`src/rtl/axi_lite_io_slave_pkg.sv`:
```
`default_nettype none
// ============================================================================
// Module      : axi_lite_io_slave_pkg
// Description : Shared types for the AXI4-Lite to IO-bus responder: the AXI
//               response code enum, the slave state encoding and a helper
//               that turns decode results into a response code.
// Revision    : 1.0 - initial release
// ============================================================================
package axi_lite_io_slave_pkg;

   localparam int IO_WIDTH = 32;

   typedef enum logic [1:0] {
      OKAY   = 2'b00,
      SLVERR = 2'b10,
      DECERR = 2'b11
   } axi_resp_t;

   typedef enum logic [2:0] {
      ST_IDLE       = 3'd0,
      ST_WR_ISSUE   = 3'd1,
      ST_RD_ISSUE   = 3'd2,
      ST_RD_CAPTURE = 3'd3,
      ST_B_RESP     = 3'd4,
      ST_R_RESP     = 3'd5
   } slave_state_t;

   // An address miss outranks a partial-strobe error.
   function automatic axi_resp_t decode_resp(input logic hit, input logic strb_full);
      if (!hit)       return DECERR;
      if (!strb_full) return SLVERR;
      return OKAY;
   endfunction

endpackage
`default_nettype wire

```
`src/rtl/axi_lite_hold_reg.sv`:
```
`default_nettype none
// ============================================================================
// Module      : axi_lite_hold_reg
// Description : One-deep holding register for a single AXI channel. Accepts a
//               beat whenever empty and keeps it until the owning transaction
//               completes and clear is pulsed.
// Ports       : clk, reset     - clock, synchronous active-high reset
//               in_valid/in_ready/in_data - upstream valid/ready channel
//               clear          - release the held beat
//               full, data     - held-beat flag and payload
// Revision    : 1.0 - initial release
// ============================================================================
module axi_lite_hold_reg #(
   parameter int WIDTH = 32
) (
   input  logic             clk,
   input  logic             reset,
   input  logic             in_valid,
   output logic             in_ready,
   input  logic [WIDTH-1:0] in_data,
   input  logic             clear,
   output logic             full,
   output logic [WIDTH-1:0] data
);

   logic             r_full;
   logic [WIDTH-1:0] r_data;

   // clear is only ever raised while full, and capture only happens while
   // empty, so the two branches never compete for the same beat.
   always_ff @(posedge clk) begin
      if (reset) begin
         r_full <= 1'b0;
         r_data <= '0;
      end else if (clear) begin
         r_full <= 1'b0;
      end else if (in_valid && !r_full) begin
         r_full <= 1'b1;
         r_data <= in_data;
      end
   end

   assign in_ready = ~r_full;
   assign full     = r_full;
   assign data     = r_data;

endmodule
`default_nettype wire

```
`src/rtl/axi_lite_io_slave.sv`:
```
`default_nettype none
// ============================================================================
// Module      : axi_lite_io_slave
// Description : AXI4-Lite responder that serialises single-beat reads and
//               writes onto the internal IO register bus. AW, W and AR are
//               captured independently; one transaction is executed at a time
//               with round-robin arbitration between reads and writes.
// Ports       : clk, reset           - clock, synchronous active-high reset
//               s_axi_aw*/w*/b*      - AXI-Lite write channels
//               s_axi_ar*/r*         - AXI-Lite read channels
//               io_write_en/io_read_en - one-cycle IO strobes
//               io_address           - byte offset inside the decoded window
//               io_write_data        - IO write data
//               io_read_data         - peripheral data, 1 cycle after read strobe
// Revision    : 1.0 - initial release
// ============================================================================
module axi_lite_io_slave
   import axi_lite_io_slave_pkg::*;
#(
   parameter int          C_S_AXI_ADDR_WIDTH = 32,
   parameter int          C_S_AXI_DATA_WIDTH = 32,
   parameter logic [31:0] BASE_ADDR          = 32'hFFFF0000,
   parameter logic [31:0] ADDR_SPAN          = 32'h00010000
) (
   input  logic                            clk,
   input  logic                            reset,
   input  logic [C_S_AXI_ADDR_WIDTH-1:0]   s_axi_awaddr,
   input  logic [2:0]                      s_axi_awprot,
   input  logic                            s_axi_awvalid,
   output logic                            s_axi_awready,
   input  logic [C_S_AXI_DATA_WIDTH-1:0]   s_axi_wdata,
   input  logic [C_S_AXI_DATA_WIDTH/8-1:0] s_axi_wstrb,
   input  logic                            s_axi_wvalid,
   output logic                            s_axi_wready,
   output logic [1:0]                      s_axi_bresp,
   output logic                            s_axi_bvalid,
   input  logic                            s_axi_bready,
   input  logic [C_S_AXI_ADDR_WIDTH-1:0]   s_axi_araddr,
   input  logic [2:0]                      s_axi_arprot,
   input  logic                            s_axi_arvalid,
   output logic                            s_axi_arready,
   output logic [C_S_AXI_DATA_WIDTH-1:0]   s_axi_rdata,
   output logic [1:0]                      s_axi_rresp,
   output logic                            s_axi_rvalid,
   input  logic                            s_axi_rready,
   output logic                            io_write_en,
   output logic                            io_read_en,
   output logic [31:0]                     io_address,
   output logic [31:0]                     io_write_data,
   input  logic [31:0]                     io_read_data
);

   localparam int c_aw = C_S_AXI_ADDR_WIDTH;
   localparam int c_dw = C_S_AXI_DATA_WIDTH;
   localparam int c_sw = C_S_AXI_DATA_WIDTH / 8;
   localparam logic [c_aw-1:0] c_base = c_aw'(BASE_ADDR);
   localparam logic [c_aw-1:0] c_span = c_aw'(ADDR_SPAN);

   // Protection bits carry no meaning on the IO bus.
   logic w_unused;
   assign w_unused = ^{s_axi_awprot, s_axi_arprot};

   // ---------------------------------------------------------------- holding
   logic              w_aw_full, w_w_full, w_ar_full;
   logic [c_aw-1:0]   w_aw_addr, w_ar_addr;
   logic [c_sw+c_dw-1:0] w_w_payload;
   logic              w_clr_wr, w_clr_rd;

   axi_lite_hold_reg #(.WIDTH(c_aw)) u_hold_aw (
      .clk(clk), .reset(reset),
      .in_valid(s_axi_awvalid), .in_ready(s_axi_awready), .in_data(s_axi_awaddr),
      .clear(w_clr_wr), .full(w_aw_full), .data(w_aw_addr)
   );

   axi_lite_hold_reg #(.WIDTH(c_sw + c_dw)) u_hold_w (
      .clk(clk), .reset(reset),
      .in_valid(s_axi_wvalid), .in_ready(s_axi_wready), .in_data({s_axi_wstrb, s_axi_wdata}),
      .clear(w_clr_wr), .full(w_w_full), .data(w_w_payload)
   );

   axi_lite_hold_reg #(.WIDTH(c_aw)) u_hold_ar (
      .clk(clk), .reset(reset),
      .in_valid(s_axi_arvalid), .in_ready(s_axi_arready), .in_data(s_axi_araddr),
      .clear(w_clr_rd), .full(w_ar_full), .data(w_ar_addr)
   );

   // ----------------------------------------------------------------- decode
   logic [c_dw-1:0] w_wdata;
   logic [c_sw-1:0] w_wstrb;
   logic [c_aw-1:0] w_aw_off, w_ar_off;
   logic            w_aw_hit, w_ar_hit, w_wr_ok;

   assign w_wdata  = w_w_payload[c_dw-1:0];
   assign w_wstrb  = w_w_payload[c_sw+c_dw-1:c_dw];
   // Wrap-around subtraction makes addresses below the base look huge, so a
   // single unsigned compare covers both window edges.
   assign w_aw_off = w_aw_addr - c_base;
   assign w_ar_off = w_ar_addr - c_base;
   assign w_aw_hit = w_aw_off < c_span;
   assign w_ar_hit = w_ar_off < c_span;
   assign w_wr_ok  = w_aw_hit && (&w_wstrb);

   // ------------------------------------------------------------------- FSM
   slave_state_t    r_state, w_state_nxt;
   logic            r_last_read, w_last_read_nxt;
   logic            r_io_we, w_io_we_nxt, r_io_re, w_io_re_nxt;
   logic [31:0]     r_io_addr, w_io_addr_nxt, r_io_wdata, w_io_wdata_nxt;
   logic            r_bvalid, w_bvalid_nxt, r_rvalid, w_rvalid_nxt;
   axi_resp_t       r_bresp, w_bresp_nxt, r_rresp, w_rresp_nxt;
   logic [c_dw-1:0] r_rdata, w_rdata_nxt;
   logic            w_wr_ready, w_rd_ready;

   assign w_wr_ready = w_aw_full && w_w_full;
   assign w_rd_ready = w_ar_full;

   always_ff @(posedge clk) begin
      if (reset) begin
         r_state     <= ST_IDLE;
         r_last_read <= 1'b0;
         r_io_we     <= 1'b0;
         r_io_re     <= 1'b0;
         r_io_addr   <= '0;
         r_io_wdata  <= '0;
         r_bvalid    <= 1'b0;
         r_rvalid    <= 1'b0;
         r_bresp     <= OKAY;
         r_rresp     <= OKAY;
         r_rdata     <= '0;
      end else begin
         r_state     <= w_state_nxt;
         r_last_read <= w_last_read_nxt;
         r_io_we     <= w_io_we_nxt;
         r_io_re     <= w_io_re_nxt;
         r_io_addr   <= w_io_addr_nxt;
         r_io_wdata  <= w_io_wdata_nxt;
         r_bvalid    <= w_bvalid_nxt;
         r_rvalid    <= w_rvalid_nxt;
         r_bresp     <= w_bresp_nxt;
         r_rresp     <= w_rresp_nxt;
         r_rdata     <= w_rdata_nxt;
      end
   end

   // The IO strobes are registered on the edge that enters an ISSUE state, so
   // they are high exactly for the ISSUE cycle and default low everywhere else.
   always_comb begin
      w_state_nxt     = r_state;
      w_last_read_nxt = r_last_read;
      w_io_we_nxt     = 1'b0;
      w_io_re_nxt     = 1'b0;
      w_io_addr_nxt   = r_io_addr;
      w_io_wdata_nxt  = r_io_wdata;
      w_bvalid_nxt    = r_bvalid;
      w_rvalid_nxt    = r_rvalid;
      w_bresp_nxt     = r_bresp;
      w_rresp_nxt     = r_rresp;
      w_rdata_nxt     = r_rdata;
      w_clr_wr        = 1'b0;
      w_clr_rd        = 1'b0;
      case (r_state)
         ST_IDLE: begin
            // When both directions wait, serve the one not served last.
            if (w_wr_ready && (!w_rd_ready || r_last_read)) begin
               w_state_nxt     = ST_WR_ISSUE;
               w_last_read_nxt = 1'b0;
               w_io_we_nxt     = w_wr_ok;
               w_io_addr_nxt   = 32'(w_aw_off);
               w_io_wdata_nxt  = w_wdata;
            end else if (w_rd_ready) begin
               w_state_nxt     = ST_RD_ISSUE;
               w_last_read_nxt = 1'b1;
               w_io_re_nxt     = w_ar_hit;
               w_io_addr_nxt   = 32'(w_ar_off);
            end
         end
         ST_WR_ISSUE: begin
            w_bresp_nxt  = decode_resp(w_aw_hit, &w_wstrb);
            w_bvalid_nxt = 1'b1;
            w_state_nxt  = ST_B_RESP;
         end
         ST_RD_ISSUE: begin
            w_state_nxt = ST_RD_CAPTURE;
         end
         ST_RD_CAPTURE: begin
            w_rdata_nxt  = w_ar_hit ? io_read_data : '0;
            w_rresp_nxt  = decode_resp(w_ar_hit, 1'b1);
            w_rvalid_nxt = 1'b1;
            w_state_nxt  = ST_R_RESP;
         end
         ST_B_RESP: begin
            if (s_axi_bready) begin
               w_bvalid_nxt = 1'b0;
               w_clr_wr     = 1'b1;
               w_state_nxt  = ST_IDLE;
            end
         end
         ST_R_RESP: begin
            if (s_axi_rready) begin
               w_rvalid_nxt = 1'b0;
               w_clr_rd     = 1'b1;
               w_state_nxt  = ST_IDLE;
            end
         end
         default: w_state_nxt = ST_IDLE;
      endcase
   end

   assign s_axi_bvalid  = r_bvalid;
   assign s_axi_bresp   = r_bresp;
   assign s_axi_rvalid  = r_rvalid;
   assign s_axi_rresp   = r_rresp;
   assign s_axi_rdata   = r_rdata;
   assign io_write_en   = r_io_we;
   assign io_read_en    = r_io_re;
   assign io_address    = r_io_addr;
   assign io_write_data = r_io_wdata;

endmodule
`default_nettype wire

```
`config.mk`:
```
export PLATFORM = sky130hd
export DESIGN_NAME = axi_lite_io_slave
export DESIGN_NICKNAME = d
export VERILOG_FILES = /design/src/rtl/axi_lite_io_slave_pkg.sv /design/src/rtl/axi_lite_hold_reg.sv /design/src/rtl/axi_lite_io_slave.sv
export SDC_FILE = /design/constraint.sdc
export NUM_CORES = 1
export LEC_CHECK = 0
export CORE_MARGIN = 3
export CORE_UTILIZATION = 30
export CTS_BUF_LIST = sky130_fd_sc_hd__clkbuf_4 sky130_fd_sc_hd__clkbuf_8
export DETAILED_ROUTE_END_ITERATION = 16
export PLACE_DENSITY = 0.61
export SETUP_SLACK_MARGIN = 0.5
export SYNTH_ARGS = -nofsm -noshare
export SYNTH_HDL_FRONTEND = slang
export SYNTH_SLANG_ARGS = --single-unit
```
`constraint.sdc`:
```
create_clock -name clk -period 6.45 [get_ports clk]
set_clock_uncertainty 0.15 [all_clocks]
set_input_delay 1.6125 -clock clk [delete_from_list [all_inputs] [get_ports clk]]
set_output_delay 1.6125 -clock clk [all_outputs]
set_load 0.01 [all_outputs]
```
---- After elaboration in Yosys (flattened, before gate mapping) ----
Cells that the tools add are included.
storage, ports and cells
  register bits after elaboration ......... 211
  word-level logic and storage cells ...... 94
cells by class
  add/sub/neg operators ................... 2
  order comparisons ....................... 2
  eq/ne operators ......................... 8
  mux-type cells .......................... 31
  bitwise gates (word level) .............. 7
  reduce and logical (&&, ||, !) cells .... 27
operators by type and width
  kind                                                                      count
  32-bit 2-to-1 mux                                                         3
  32-bit by 17-bit < comparator with 1-bit output (second input constant)   2
  32-bit subtractor (second input constant)                                 2
  3-bit one-hot mux with 6 select lines                                     1
  1-bit 2-to-1 mux                                                          15
  2-bit AND reduction                                                       7
  2-bit 2-to-1 mux                                                          6
  3-bit 2-to-1 mux                                                          4
  1-bit inverter                                                            7
  3-bit by 2-bit == test with 1-bit output (second input constant)          2
  3-bit == test (second input constant)                                     2
  1-bit logical AND                                                         6
  2-bit nonzero test                                                        3
  2-bit inequality test (second input constant)                             2
  1-bit one-hot mux with 2 select lines                                     2
  4-bit AND reduction                                                       1
  2-bit OR reduction                                                        2
  4-bit OR reduction                                                        1
  3-bit by 1-bit == test with 1-bit output (second input constant)          1
  1-bit zero test                                                           3
  3-bit zero test                                                           1
  3-bit by 2-bit inequality test with 1-bit output (second input constant)  1
  3-bit AND reduction                                                       1
  3-bit OR reduction                                                        1
  1-bit logical OR                                                          1

---- Longest topological paths before layout ----
Gate-level depths: netlist of the first run.
  word-level depth ........................ 8
  gate-level depth with buffers ........... 9
  mapped depth without buffers ............ 7

---- Cells and area by module ----
A second synthesis of the first run with hierarchy kept.
unflattened totals
  cell total of the unflattened synthesis .. 1117
  area, all modules ....................... 10186.0 um2
modules (own cells, without submodules)
  module                              instances  cells an instance  area each (um2)  seq. area each (um2)
  axi_lite_io_slave                   1          668                5496.5           2142.1
  axi_lite_hold_reg at u_hold_ar ...  2          144                1505.2           660.6
  axi_lite_hold_reg at u_hold_w       1          161                1679.1           740.7

---- Least setup slack after synthesis of the first run ----
OpenSTA, ideal clock, no wires.
  kind .................................... input to register
  from .................................... in reset
  to ...................................... reg u_hold_aw.r_data[10] (netlist: u_hold_aw.data[10])
  library setup time ...................... 0.132 ns
  arrival time ............................ 2.569 ns
  required time ........................... 6.168 ns
  slack ................................... 3.598 ns
  stages on the path ...................... 4
  path buffers ............................ 3
  path through ............................ clkbuf_1 > clkbuf_1 > clkbuf_1 > a21oi_1
RTL lines
  element               line                     source
  start, declared       axi_lite_io_slave.sv:26  input logic reset,
  end signal, assigned  axi_lite_hold_reg.sv:39  r_data <= in_data;
  end, declared         axi_lite_hold_reg.sv:27  logic [WIDTH-1:0] r_data;
No word-level cell between the ends.

---- Worst setup path in the final report of the first run ----
  from .................................... reg u_hold_ar.r_data[20] (netlist: u_hold_ar.data[20])
  to ...................................... reg r_rdata[16] (netlist: s_axi_rdata[16])
on the way
  cells in the longest elaborated chain, start to end .. 3
ends and longest elaborated chain
  element                                          line                      source
  start, declared                                  axi_lite_hold_reg.sv:27
  start signal, assigned                           axi_lite_hold_reg.sv:39
  32-bit subtractor                                axi_lite_io_slave.sv:98   assign w_ar_off = w_ar_addr - c_base;
  32-bit by 17-bit < comparator with 1-bit output  axi_lite_io_slave.sv:100  assign w_ar_hit = w_ar_off < c_span;
  32-bit 2-to-1 mux                                axi_lite_io_slave.sv:185  w_rdata_nxt = w_ar_hit ? io_read_data : '0;
  end signal, assigned                             axi_lite_io_slave.sv:140  r_rdata <= w_rdata_nxt;
  end, declared                                    axi_lite_io_slave.sv:110  logic [c_dw-1:0] r_rdata, w_rdata_nxt;
Every way passes these cells.
A chain may end at the register's enable or synchronous reset.

==> flow_summary.toml, run 1 <==
[synth]
avgSynthCellArea_sq_um = 8.071
yosys.area.top_type = "dfxtp_1"
synth_edf_count = 0
netlist_area_sq_um = 9007
synthTopCellsByArea = "dfxtp_1 (47%), nand2_1 (14%), a21oi_1 (8.6%), o41ai_2 (5.1%), clkbuf_1 (3.5%)"
synth.most_common_cell = "nand2_1"
syn_inst = 1116
yosysTopAreaCellShare_pct = 46.67
netlist_top_cells_count = "nand2_1 (330), dfxtp_1 (210), a21oi_1 (154)"
ys_seq_area_share_pct = 46.67
yosysWarnings = 0
synth_flop_cell = "dfxtp_1"
async_reset_ff_share_pct = 0
syn_nets = 1265
ys_ff_latch = 210
ys_types = 54

[die]
dieArea_sq_um = 32140
die_h_microns = 179.3
rows = 62
coreArea_sq_um = 29170
num_io_pins = 252
initial_core_util_pct = 30.88
die_w_microns = 179.3

[global_routing]
grt_max_degree = 133
antenna_found_initial = 1
grt_pass1_vias = 7638
grt_pass1_wl_mm = 41.60
grt_overflow = 0
gr-usage-all-layers_pct = 16.12

[place]
port_buffers = 245
post-dp-hpwl_mm = 18.27
placed_area_sq_um = 11630
gp_congestion = 0.8719
dp.cells = 1662

[drt]
wire_per_inst_microns = 15.71
top_layer = "met5"
drt-total-wl_mm = 27.23
drt_first_pass_iters = 5
drt_iter0_drc = 543
dr_wl_met3_mm = 1.682
drc = 0
wl_met1_mm = 12.64
vias_per_cell = 4.771
wl_met2_mm = 12.08
vias = 8268
ant_nets = 0

[setup_path]
endpoint_kind = "flop"
crit_fanout = 33
critPathKind = "reg2reg"
critPathArrivalTime_ns = 3.77
worst_ep_required_time_ns = 6.72
startpoint_type = "flop"

[sta]
max_freq_mhz = 285.6
slew_headroom_pct = 21.72
finalMaxSlewViolations = 0
worst_pin_slew_ns = 1.174
hold_viol_final = 0
finalCritPeriodShare_pct = 54.28
setup_tns_ns = 0
post-route-min-period_ns = 3.501
finalSetupViolCount = 0
rsz0062_at_grt = "false"

[status]
outcome = "finished clean"

[clocking]
cts_setup_buffers = 0
clock_sinks = 210
cts_hold_buf = 0
clk_path_buf_depth = 3
root_buffer = "clkbuf_8"
cts_resized = 0
cts_tree = "done"
clk_pin_slew_ns = 0.07
clock_latency_ns = 0.53
cts-buffers-inserted = 39
cts_max_level = 2

[layout]
finalNetCount = 1468
layout-drive-gt1-share_pct = 8.970
antennaDiodeCount = 0
fin_cells = 1733
area_growth_pct = 39.32
n_fill_cell = 2908
finalInstanceArea_sq_um = 12550

[pwr]
peakVddDrop_mv = 0.1686
power_density_nw_per_um2 = 288.3
leakage_nw = 4.661

[worst_hold_path]
hp-class = "reg2reg"

[job]
drv_cap = 0
==> routing by layer <==
layer,vias to the layer above,track usage [%]
met5,-,0
met4,2,5.831
met3,48,3.325
met2,243,24.32
met1,3791,22.69
li1,4184,-
==> registers in the layout, indices dropped and copies added, names as in the netlist <==
signal	flops
u_hold_aw.full	1
s_axi_bresp	2
s_axi_rvalid	1
u_hold_ar.full	1
u_hold_w.full	1
io_write_data	32
s_axi_rdata	32
s_axi_bvalid	1
io_address	32
s_axi_rresp	1
io_read_en	1
u_hold_aw.data	32
io_write_en	1
r_last_read	1
u_hold_w.data	36
r_state	3
u_hold_ar.data	32
==> where the power goes <==
part	internal [W]	switching, W	total, W
Clock	0.000910	0.000563	0.00147
Combinational	0.000296	0.000352	0.000648
Sequential	0.00140	0.0000921	0.00150
Total	0.00261	0.00101	0.00362
==> layout make-up <==
| type | count | area, sq um | share of cell area, % |
|---|---|---|---|
| well taps | 384 | 480.5 | 3.829 |
| flip-flops and latches | 210 | 4204 | 33.50 |
| clock inverters | 10 | 157.7 | 1.256 |
| multi-input cells | 769 | 4244 | 33.82 |
| repair buffers | 258 | 2551 | 20.33 |
| inverters | 41 | 153.9 | 1.226 |
| clock buffers | 61 | 758.2 | 6.042 |
==> placed cells by master, fill, tap and decap left out, drive strengths merged, types with 2 or more instances in the layout <==
cell type      netlist  routed
nor2                43      43
nand2              330     330
xor2                17      17
o21a                 3       3
o211ai               6       6
nand3               21      21
a21oi              154     154
a31oi                6       6
clkbuf              84      61
mux2i                2       2
and2                 3       3
xnor2               15      15
nand3b              35      35
nor3                12      12
o221ai               4       4
nand4                9       9
bufinv               0       4
clkinvlp             0       3
o21ai                5       5
nand2b               2       2
buf                 12      14
or4                  2       2
and3                 8       8
ha                   4       4
a211oi               6       6
o21bai               2       2
clkdlybuf4s50        0     244
o31ai                2       2
a311oi              17      17
or3                  5       5
o41ai               33      33
clkinv               0       3
dfxtp              210     210
inv                 41      41
nor4                 9       9
==> through the flow <==
step	hold WS (ns)	worst slack, ns	total power, W	utilization, %
2_1_floorplan	0.2821	3.599	0.001870	-
3_3_place_gp	0.2856	2.624	0.002166	39.89
3_5_place_dp	0.2919	2.607	0.002175	39.89
4_1_cts	0.3012	2.941	0.003671	43.03
5_1_grt	0.3167	2.678	0.003807	43.03
6_report	0.2934	2.949	0.003617	43.03
==> worst paths after layout <==
kind                                        start                             end  slack, ns  cells past startpoint
hold / removal     u_hold_w.data[19]$_SDFFE_PP0P_  io_write_data[19]$_SDFFE_PP0P_       0.29                      2
setup reg to reg  u_hold_ar.data[20]$_SDFFE_PP0P_    s_axi_rdata[16]$_SDFFE_PP0P_       2.95                      6
hold reg to reg    u_hold_w.data[19]$_SDFFE_PP0P_  io_write_data[19]$_SDFFE_PP0P_       0.29                      2
setup / recovery  u_hold_ar.data[20]$_SDFFE_PP0P_    s_axi_rdata[16]$_SDFFE_PP0P_       2.95                      6
==> worst max-delay path: stages, from the launching register on <==
cell and delay, ns:
dfxtp_1 0.56, nand4_4 0.19, nor4_1 0.53, mux2i_1 0.26
a31oi_1 0.07, or4_2 1.16, o41ai_1 0.42
==> logic make-up (layout without fill, tap and decap cells) <==
kind of cell / Yosys count / in the layout / share of synthesized area [%]
AO/OA/AOI/OAI: 246 / 246 / 19.39
XOR/XNOR: 32 / 32 / 3.112
adder cells (fa/ha/maj): 4 / 4 / 0.5557
buffers and inverters: 137 / 370 / 6.251
flip-flops: 210 / 210 / 46.67
multiplexers: 2 / 2 / 0.2223
AND/OR/NAND/NOR: 485 / 485 / 23.80
No activity file was read; power rests on OpenSTA's default activity.
==> run 2, diff against run 1 <==
==> constraint.sdc (replaced) <==
create_clock -name clk -period 3.4 [get_ports clk]
set_clock_uncertainty 0.15 [all_clocks]
set_input_delay 0.85 -clock clk [delete_from_list [all_inputs] [get_ports clk]]
set_output_delay 0.85 -clock clk [all_outputs]
set_load 0.01 [all_outputs]
==> flow_summary.toml, run 2 (synthesized netlist as in run 1, its figures left out) <==
[setup_path]
crit_fanout = 16
cp_top_family = "simple AND/OR/NAND/NOR gates"
rrSetupSlack_ns = 0.69
worst_ep_required_time_ns = 3.68
reg2regPathDepth = 8
critPathKind = "reg2reg"
slowest_stage = "or4_4"
endpoint_kind = "flop"
cp_slowest_stage_delay_ns = 0.62
worstPathBufferInverterCount = 1
crit_chain = "ha_2, and2_4, nand4_1, xor2_2, nand3_1, or4_4, bufbuf_16, o41ai_2"
startpoint_type = "flop"
crit_cells = 8
critPathArrivalTime_ns = 3.00

[job]
drv_cap = 0

[layout]
layout-drive-gt1-share_pct = 10.10
n_fill_cell = 2974
finalNetCount = 1476
final_cell_mix = "nand2_1 (330), clkdlybuf4s50_1 (244), dfxtp_1 (206)"
final_common_cell = "nand2_1"
fin_cells = 1741
largest_reg_flops = 36
area_growth_pct = 40.66

[drt]
vias_per_cell = 4.801
ant_nets = 0
vias = 8358
drt_iter0_drc = 537
drt_first_pass_iters = 5
wire_per_inst_microns = 15.92
drc = 0
drt-total-wl_mm = 27.72

[sta]
finalSetupViolCount = 0
slew_headroom_pct = 24.05
setup_tns_ns = 0
worst_pin_slew_ns = 1.139
post-route-min-period_ns = 2.714
max_freq_mhz = 368.5
finalMaxSlewViolations = 0
hold_viol_final = 0
rsz0062_at_grt = "false"
finalCritPeriodShare_pct = 79.81

[place]
port_buffers = 245
post-dp-hpwl_mm = 18.53
dp.cells = 1668
gp_congestion = 0.8378

[die]
rows = 62
die_h_microns = 179.3
num_io_pins = 252
coreArea_sq_um = 29170
initial_core_util_pct = 30.88
dieArea_sq_um = 32140
die_w_microns = 179.3

[pwr]
peakVddDrop_mv = 0.2562
leakage_nw = 4.758
power_density_nw_per_um2 = 534.6

[clocking]
clock_latency_ns = 0.53
cts_tree = "done"
cts-buffers-inserted = 39
clk_path_buf_depth = 3
clk_pin_slew_ns = 0.06
root_buffer = "clkbuf_8"
clock_sinks = 210
cts_max_level = 2

[worst_hold_path]
hp-class = "reg2reg"
hold-path-cell-count = 2

[global_routing]
grt_overflow = 0
grt_pass1_wl_mm = 41.73
grt_max_degree = 101
antenna_found_initial = 1
grt_pass1_vias = 7651
gr-usage-all-layers_pct = 16.21

[status]
outcome = "finished clean"
## run 2: area by class of cell
type	count	area [sq um]	share of cell area, %
multi-input cells	769	4292	33.87
flip-flops and latches	210	4209	33.22
repair buffers	266	2661	21.01
clock buffers	63	754.5	5.955
well taps	384	480.5	3.792
inverters	41	153.9	1.215
clock inverters	7	116.4	0.9184
diodes	1	2.502	0.01975
## run 2: what timing repair did
| action | in CTS | in global routing |
|---|---|---|
| setup buffers | 0 | 1 |
| cloned | 1 | 0 |
| pin swaps | 0 | 2 |
| gates resized for setup | 7 | 6 |
| endpoints found under the setup margin | 33 | 20 |
| hold buffers | 0 | 0 |
## run 2: stage by stage
step                area [sq um]  hold slack (ns)  setup WS [ns]  power (W)  utilization [%]
global route               12670           0.3131         0.5121   0.007098            43.43
global placement           11700           0.2855         0.3922   0.004116            40.13
floorplan                   9007           0.2821         0.8230   0.003547                -
detailed placement         11700           0.2926         0.3043   0.004133            40.13
CTS                        12630           0.2993         0.5802   0.006855            43.31
finish                     12670           0.2982         0.6863   0.006773            43.44
## run 2: layer usage
metal  GRT usage, %  share of wire (%)  up-vias
met5              0              0.029        -
met3          3.494                6.5       50
met4          5.799                2.9        2
met1          22.36                 46     3856
met2          24.95                 45      251
li1               -                  -     4199
## run 2: worst paths after layout
kind	start	end
max	u_hold_ar.data[16]$_SDFFE_PP0P_	s_axi_rdata[13]$_SDFFE_PP0P_
min	u_hold_w.data[21]$_SDFFE_PP0P_	io_write_data[21]$_SDFFE_PP0P_
max reg2reg	u_hold_ar.data[16]$_SDFFE_PP0P_	s_axi_rdata[13]$_SDFFE_PP0P_
min reg2reg	u_hold_w.data[21]$_SDFFE_PP0P_	io_write_data[21]$_SDFFE_PP0P_
## run 2: worst register-to-register path: stages, from the launching register on
cell	delay [ns]
dfxtp_2	0.39
ha_2	0.25
and2_4	0.19
nand4_1	0.14
xor2_2	0.23
nand3_1	0.12
or4_4	0.62
bufbuf_16	0.33
o41ai_2	0.19
## run 2: power by group
group | switching [W] | internal (W) | leakage [nW]
clock network | 0.00106 | 0.00163 | 0.461
logic | 0.000673 | 0.000569 | 2.58
registers | 0.000177 | 0.00267 | 1.71
total | 0.00191 | 0.00487 | 4.76
